## src/rtl/mem_access_unit_pkg.sv

```systemverilog
// rtl/mem_access_unit_pkg.sv - shared opcodes, opcode field and FSM encoding
// Purpose: constants and types shared by the memory access stage.
// Contents: OP_LW/OP_SW opcodes, opcode field position, state_t, opcode_of().
package mem_access_unit_pkg;

  localparam int OPC_MSB = 31;
  localparam int OPC_LSB = 27;
  localparam int OPC_W   = OPC_MSB - OPC_LSB + 1;

  localparam logic [OPC_W-1:0] OP_LW = 5'b01000;
  localparam logic [OPC_W-1:0] OP_SW = 5'b00111;

  typedef enum logic {
    IDLE = 1'b0,
    WAIT = 1'b1
  } state_t;

  function automatic logic [OPC_W-1:0] opcode_of(input logic [31:0] ir);
    return ir[OPC_MSB:OPC_LSB];
  endfunction

endpackage

```

## src/rtl/mem_access_unit_mw_reg.sv

```systemverilog
// rtl/mem_access_unit_mw_reg.sv - M/W latch register with enable and synchronous clear
// Purpose: one field of the M/W pipeline latch.
// Ports: clock, clear_n (sync active-low clear), en (load enable), d (next value), q (held value).
module mem_access_unit_mw_reg #(
  parameter int WIDTH = 32
) (
  input  logic             clock,
  input  logic             clear_n,
  input  logic             en,
  input  logic [WIDTH-1:0] d,
  output logic [WIDTH-1:0] q
);

  always_ff @(posedge clock) begin
    if (!clear_n) begin
      q <= '0;
    end else if (en) begin
      q <= d;
    end
  end

endmodule

```

## src/rtl/mem_access_unit.sv

```systemverilog
// rtl/mem_access_unit.sv - pipeline memory stage with stalling data-memory handshake
// Purpose: issues lw/sw to data memory, stalls upstream until ack, fills the M/W latch.
// Ports: clock, clear_n; X/M latch inputs ir_m, o_m, bd_m, rd_m; memory side dmem_req,
//        dmem_we, dmem_addr, dmem_wdata, dmem_ack, dmem_rdata; stall_m to upstream;
//        M/W latch outputs ir_w, o_w, d_w, rd_w.
module mem_access_unit
  import mem_access_unit_pkg::*;
#(
  parameter int ADDR_W = 12
) (
  input  logic              clock,
  input  logic              clear_n,
  input  logic [31:0]       ir_m,
  input  logic [31:0]       o_m,
  input  logic [31:0]       bd_m,
  input  logic [4:0]        rd_m,
  input  logic              dmem_ack,
  input  logic [31:0]       dmem_rdata,
  output logic              dmem_req,
  output logic              dmem_we,
  output logic [ADDR_W-1:0] dmem_addr,
  output logic [31:0]       dmem_wdata,
  output logic              stall_m,
  output logic [31:0]       ir_w,
  output logic [31:0]       o_w,
  output logic [31:0]       d_w,
  output logic [4:0]        rd_w
);

  state_t state_q;
  state_t state_d;

  logic is_lw;
  logic is_sw;
  logic is_mem;
  logic issue;
  logic complete;
  logic load_live;

  logic [31:0] ir_d;
  logic [31:0] o_d;
  logic [31:0] d_d;
  logic [4:0]  rd_d;
  logic        mw_en;

  assign is_lw  = (opcode_of(ir_m) == OP_LW);
  assign is_sw  = (opcode_of(ir_m) == OP_SW);
  assign is_mem = is_lw || is_sw;

  // ack is only looked at in WAIT, where dmem_req is always high, so a stray
  // ack while idle (including one left over from an abandoned request) is ignored.
  always_comb begin
    state_d   = state_q;
    stall_m   = 1'b0;
    issue     = 1'b0;
    complete  = 1'b0;
    load_live = 1'b0;
    case (state_q)
      IDLE: begin
        if (is_mem) begin
          stall_m = 1'b1;
          issue   = 1'b1;
          state_d = WAIT;
        end else begin
          load_live = 1'b1;
        end
      end
      WAIT: begin
        if (dmem_ack) begin
          complete  = 1'b1;
          load_live = 1'b1;
          state_d   = IDLE;
        end else begin
          stall_m = 1'b1;
        end
      end
      default: state_d = IDLE;
    endcase
    if (!clear_n) begin
      stall_m = 1'b0;
    end
  end

  always_ff @(posedge clock) begin
    if (!clear_n) begin
      state_q <= IDLE;
    end else begin
      state_q <= state_d;
    end
  end

  // Request registers only change on issue and completion, so the address and
  // data presented to memory are stable for the whole WAIT period.
  always_ff @(posedge clock) begin
    if (!clear_n) begin
      dmem_req   <= 1'b0;
      dmem_we    <= 1'b0;
      dmem_addr  <= '0;
      dmem_wdata <= '0;
    end else if (issue) begin
      dmem_req   <= 1'b1;
      dmem_we    <= is_sw;
      dmem_addr  <= o_m[ADDR_W-1:0];
      dmem_wdata <= bd_m;
    end else if (complete) begin
      dmem_req <= 1'b0;
      dmem_we  <= 1'b0;
    end
  end

  // The M/W latch loads every cycle: live values when the instruction retires
  // from this stage, otherwise a bubble.
  assign mw_en = 1'b1;
  assign ir_d  = load_live ? ir_m : '0;
  assign o_d   = load_live ? o_m  : '0;
  assign rd_d  = load_live ? rd_m : '0;
  assign d_d   = (complete && is_lw) ? dmem_rdata : '0;

  mem_access_unit_mw_reg #(.WIDTH(32)) u_ir_w (
    .clock(clock), .clear_n(clear_n), .en(mw_en), .d(ir_d), .q(ir_w)
  );

  mem_access_unit_mw_reg #(.WIDTH(32)) u_o_w (
    .clock(clock), .clear_n(clear_n), .en(mw_en), .d(o_d), .q(o_w)
  );

  mem_access_unit_mw_reg #(.WIDTH(32)) u_d_w (
    .clock(clock), .clear_n(clear_n), .en(mw_en), .d(d_d), .q(d_w)
  );

  mem_access_unit_mw_reg #(.WIDTH(5)) u_rd_w (
    .clock(clock), .clear_n(clear_n), .en(mw_en), .d(rd_d), .q(rd_w)
  );

endmodule
```

## config.mk

```make
export PLATFORM = sky130hd
export DESIGN_NAME = mem_access_unit
export DESIGN_NICKNAME = d
export VERILOG_FILES = /design/src/rtl/mem_access_unit_pkg.sv /design/src/rtl/mem_access_unit_mw_reg.sv /design/src/rtl/mem_access_unit.sv
export SDC_FILE = /design/constraint.sdc
export NUM_CORES = 1
export LEC_CHECK = 0
export ABC_AREA = 1
export BUFFER_PORTS_ARGS = -buffer_cell sky130_fd_sc_hd__buf_2
export CAP_MARGIN = 15
export CELL_PAD_IN_SITES_DETAIL_PLACEMENT = 1
export CELL_PAD_IN_SITES_GLOBAL_PLACEMENT = 2
export CORE_ASPECT_RATIO = 0.5
export CORE_UTILIZATION = 23
export DETAILED_ROUTE_END_ITERATION = 8
export PLACE_DENSITY_LB_ADDON = 0.15
export SETUP_SLACK_MARGIN = 0.02
export SLEW_MARGIN = 20
export SYNTH_ARGS = -nofsm -noshare
export SYNTH_HDL_FRONTEND = slang
export SYNTH_SLANG_ARGS = --single-unit
```

## constraint.sdc

```tcl
create_clock -name clock -period 1.6 [get_ports clock]
set_clock_uncertainty 0.15 [all_clocks]
set_input_delay 0.08 -clock clock [delete_from_list [all_inputs] [get_ports clock]]
set_output_delay 0.08 -clock clock [all_outputs]
set_load 0.02 [all_outputs]
```

# Word-level counts from Yosys, hierarchy flattened
# Cells that the tools add are included.
[totals] regBits=148 in_bits=136 output_inout_bits=148 word_cells=29
[classes] eq_ne=2 muxes=12 bitwise=1 reduce_logical=5
[ops] operator="1-bit two-way mux" n=10
[ops] operator="5-bit by 3-bit equality test with 1-bit output, second input constant" n=1
[ops] operator="5-bit by 4-bit equality test with 1-bit output, second input constant" n=1
[ops] operator="1-bit one-hot mux with 2 select lines" n=2
[ops] operator="2-bit AND reduction" n=2
[ops] operator="2-bit nonzero test" n=1
[ops] operator="1-bit logical AND" n=1
[ops] operator="1-bit logical OR" n=1
[ops] operator="1-bit inverter" n=1

# Logic depth before layout (Yosys ltp)
[depth] depth_word=5 depth_mapped=9

# Modules after synthesis
# Synthesis repeated with hierarchy kept, for this count alone.
[hier_totals] hier_cells=1153 area_unflattened_um2=7075.5
[by_module_without_submodules] mod="mem_access_unit_mw_reg at u_d_w ..." instances=3 cells_each=202 area_each_um2=1335.0 seq_area_each_um2=640.6
[by_module_without_submodules] mod="mem_access_unit" instances=1 cells_each=516 area_each_um2=2865.2 seq_area_each_um2=940.9
[by_module_without_submodules] mod="mem_access_unit_mw_reg at u_rd_w" instances=1 cells_each=31 area_each_um2=205.2 seq_area_each_um2=100.1

# Worst setup path before layout
# No wires, ideal clock.
[synth_path] path_type="flip-flop to flip-flop" startpoint="register state_q" endpoint="register state_q" setup_ps=160 arrival_time_ps=1082 path_slack_ps=208 path_stages_with_launch=4 n_path_buf=0 path_cell_list="dfxtp_1 > inv_2 > or2_2 > a21oi_1"
[synth_between] elab_chain_cells=3
[synth_lines] item="start, declared" line="mem_access_unit.sv:30" source="state_t state_q;"
[synth_lines] item="start signal, assigned" line="mem_access_unit.sv:88" source="state_q <= state_d;"
[synth_lines] item="1-bit inverter"
[synth_lines] item="1-bit one-hot mux with 2 select lines *"
[synth_lines] item="1-bit two-way mux *"
[synth_lines] item="net stall_m" line="mem_access_unit.sv:23" source="output logic stall_m,"
# The timed path passes the listed nets; every way through them passes the cells marked *.
# A chain may end at the register's enable or synchronous reset.

# Worst setup path after layout
[layout_path] startpoint="register state_q" endpoint="output stall_m"
[layout_between] elab_chain_cells=3
[layout_lines] item="1-bit inverter"
[layout_lines] item="1-bit one-hot mux with 2 select lines *" line="mem_access_unit.sv:58" source="case (state_q)"
[layout_lines] item="1-bit two-way mux *"
[layout_lines] item="end, declared" line="mem_access_unit.sv:23"
# Every way passes the cells marked *; elsewhere a longest branch is shown, timed or not.

==> metrics.md <==
| Metric | Value |
|---|---|
| Post-placement setup slack | `153.0 ps` |
| Largest stage delay on the critical path | `330 ps` |
| CTS tree | `yes` |
| Start point of the critical path | `state_q` |
| Total number of cells along the worst setup path | `4` |
| Setup repair after global routing missed its margin | `true` |
| Worst Path Max Fanout | `3` |
| Die outline height | `roughly 100 µm` |
| Arrival time at the worst endpoint | `1330 ps` |
| Final Worst Setup Slack | `37.49 ps` |
| Cts bufs inserted | `17` |
| Drt initial violations | `172` |
| Most numerous cell in the Yosys netlist | `sky130_fd_sc_hd__nor2_1` |
| Filler cells | `2493` |
| Post-route cell area | `roughly 8600 µm²` |
| Depth of the most critical reg-to-reg path | `4` |
| Max transition margin | `73.05%` |
| Vias after detailed routing | `slightly above 5000` |
| Transition time at the pin with the least slew margin | `404.3 ps` |
| Row count | `37` |
| Buffering stage count on the worst path with inverters included | `2` |
| Top flip-flop cell by instance count after synthesis | `sky130_fd_sc_hd__dfxtp_1` |
| Post-synth net total | `720` |
| Total number of clock tree sinks | `148` |
| Post-detailed-placement half-perimeter wirelength | `around 11000 µm` |
| Gp weighted congestion | `0.7441` |
| Post-route DRC | `0` |
| Crit Reg-Reg Endpoint | `state_q` |
| Critical path endpoint | `stall_m` |
| Cell breakdown of the critical path | `inv_2 -> or2_4 -> a21oi_4 -> buf_6` |
| Number of standard cells in the final layout excluding fillers | `1288` |
| Wire length on met2 | `between 8000 and 9000 µm` |
| HP Class | `input port to register` |
| WHS | `52.61 ps` |
| Clock latency reported for the late side of the worst-skew pair | `430 ps` |
| Critical path endpoint category | `output port` |
| Met3 routed wirelength | `799 µm` |
| Post-synthesis sequential area ratio | `60.92%` |
| Result of the run | `finished clean` |
| Top cell type by total area after synthesis | `sky130_fd_sc_hd__dfxtp_1` |
| DIE WIDTH | `roughly 210 µm` |
| Period Utilization, post-route | `97.66%` |
| Total global-route track usage | `16.23%` |
| Power Density | `1095 nW/µm²` |
| Final hold violation count | `0` |
| Largest cells by area after synthesis | `sky130_fd_sc_hd__dfxtp_1 (61%), sky130_fd_sc_hd__nor2_1 (12%), sky130_fd_sc_hd__inv_1 (7.9%)` |
| Minimum setup slack among reg-to-reg paths | `70 ps` |
| Max Fclk | `0.6400 GHz` |
| Cell area after technology mapping | `4863 µm²` |
| Residual overflow from global routing | `0` |
| First-pass GRT wire length | `~27000 µm` |
| Most numerous cell types in the synthesized netlist | `sky130_fd_sc_hd__nor2_1 (150), sky130_fd_sc_hd__dfxtp_1 (148), sky130_fd_sc_hd__inv_1 (103)` |
| Routed wire length per instance | `13.39 µm` |
| Power Total | `approximately 9.5 mW` |
| Clock slew at the register clock pins of the worst setup and hold paths | `60 ps` |
| Setup violation total in the final timing report | `0` |
| DRT met1 WL | `roughly 7500 µm` |
| Hold wc startpoint | `ir_m[30]` |
| Count of flip-flops with a built-in enable after synthesis | `0` |
| Proportion of synthesized flip-flops having asynchronous set or reset | `0%` |
| Max Cap Violations | `0` |
| Total of warnings raised by yosys | `0` |
| Depth of the CTS H-tree | `4` |
| Share of post-route cells with drive strength above 1 | `32.84%` |
| Crit Reg-Reg Startpoint | `state_q` |
| Number of cells produced by synthesis | `584` |
| Top layer in use | `met4` |
| Placed inst area | `6576 µm²` |
| Detailed-route wire length | `approximately 17000 µm` |
| Slew Limit Fails | `0` |
| Router iterations before antenna repair | `4` |
| P&R area growth vs syn | `77.54%` |
| VDD IR-drop max | `0.6528 mV` |
| Max Buffers Root-to-Sink | `2` |
| I/O pin total | `284` |
| Maximum number of pins on one net before global-route repair | `90` |
| Clk root buf | `sky130_fd_sc_hd__clkbuf_16` |
| Share of the synthesized area in the top cell type | `60.92%` |
| Flops & latches, synth | `roughly 150` |
| Initial standard-cell utilization of the core | `between 20% and 30%` |
| Worst-path cell with the longest stage delay | `sky130_fd_sc_hd__dfxtp_2` |
| Number of nets in the final layout | `1138` |
| Avg Synthesized Cell Area | `approximately 8.3 µm²` |
| Number of buffers added on ports | `283` |
| Startpoint types | `register` |
| Ratio of routed vias to standard cells | `3.949` |
| Min Clock Period, post-route | `1563 ps` |
| Antenna violations before repair | `1` |
| Crit-path leading delay family | `flip-flops` |
| WS Path Type | `register to output port` |
| Number of distinct library cell variants in the gate-level netlist after synthesis | `16` |
| Worst endpoint required time | `roughly 1400 ps` |
| Core Area | `between 20000 and 25000 µm²` |
| Reported leakage power | `around 4.6 nW` |
| Cells after DPL | `1116` |
| Antenna Nets Post-Route | `0` |
| Die Area | `approximately 22000 µm²` |
| Vias in the first global route | `5258` |
metrics by stage:
stage	setup TNS, ps	utilization [%]
after floorplan	0	-
after global placement	0	31.85
after detailed placement	0	31.85
after CTS	0	41.77
after global routing	-39.49	41.81
final	0	41.82
metal layers:
metal / global-route usage (%) / up-vias
met5: 0 / -
met3: 4.689 / 24
met1: 18.30 / 2369
met2: 28.40 / 127
met4: 7.566 / 0
li1: - / 2566
cell type report:
class	count	area, µm²	area share [%]
sequential	148	2964	34.33
timing repair buffer	432	2934	33.98
antenna	1	2.502	0.02898
clock inverter	9	176.4	2.043
multi-input combinational	298	1358	15.72
inverter	105	394.1	4.565
clock buffer	22	464.2	5.376
tap	273	341.6	3.956
tightest hold or removal path, delay by kind of cell:
family | cells | cell delay [ps]
simple gates | 3 | 290
buf+inv | 2 | 120
compound gates | 1 | 80
placed cells by master (no fill, tap or decap), drive strengths merged:
cell type    count
nand2           53
nand3           16
nor2           150
bufinv           5
diode            1
inv            105
nand3b          32
buf            295
dfxtp          148
clkinvlp         1
clkbuf          22
or2              1
clkinv           3
dlygate4sd3    137
a21oi           46
how the worst min path moves through the flow:
| stage | slack, ps | depth (start not counted) | end |
|---|---|---|---|
| global route | 90 | 6 | dmem_req |
| finish | 50 | 6 | dmem_req |
| floorplan | 40 | 2 | u_d_w.q[0] |
| global placement | 140 | 3 | u_d_w.q[25] |
| CTS | 30 | 6 | dmem_req |
| detailed placement | 150 | 3 | u_d_w.q[4] |
flip-flops by register name, indices dropped and copies added (netlist names):
name        flops
dmem_addr      12
dmem_req        1
dmem_wdata     32
dmem_we         1
state_q         1
u_d_w.q        32
u_ir_w.q       32
u_o_w.q        32
u_rd_w.q        5
report_power, final:
part | total (mW) | internal, mW | switching (mW)
Combinational | 1.16 | 0.567 | 0.591
Sequential | 3.89 | 3.84 | 0.0483
Clock | 4.40 | 2.84 | 1.57
Total | 9.45 | 7.24 | 2.21
cell families (layout without fill, tap and decap cells):
| family | count (synthesis) | in the layout | synth area share [%] |
|---|---|---|---|
| compound gates | 46 | 46 | 4.734 |
| buf+inv | 138 | 568 | 11.55 |
| flops | 148 | 148 | 60.92 |
| other cells | 0 | 1 | 0 |
| simple gates | 252 | 252 | 22.79 |
what timing repair did:
action,CTS,global route
hold buffers,137,0
resized for setup,6,0
pin swaps,2,2
setup endpoints to repair,1,2
buffers inserted,2,1
endpoints found under the hold margin,148,0
Power figures use the tool's default switching activity.
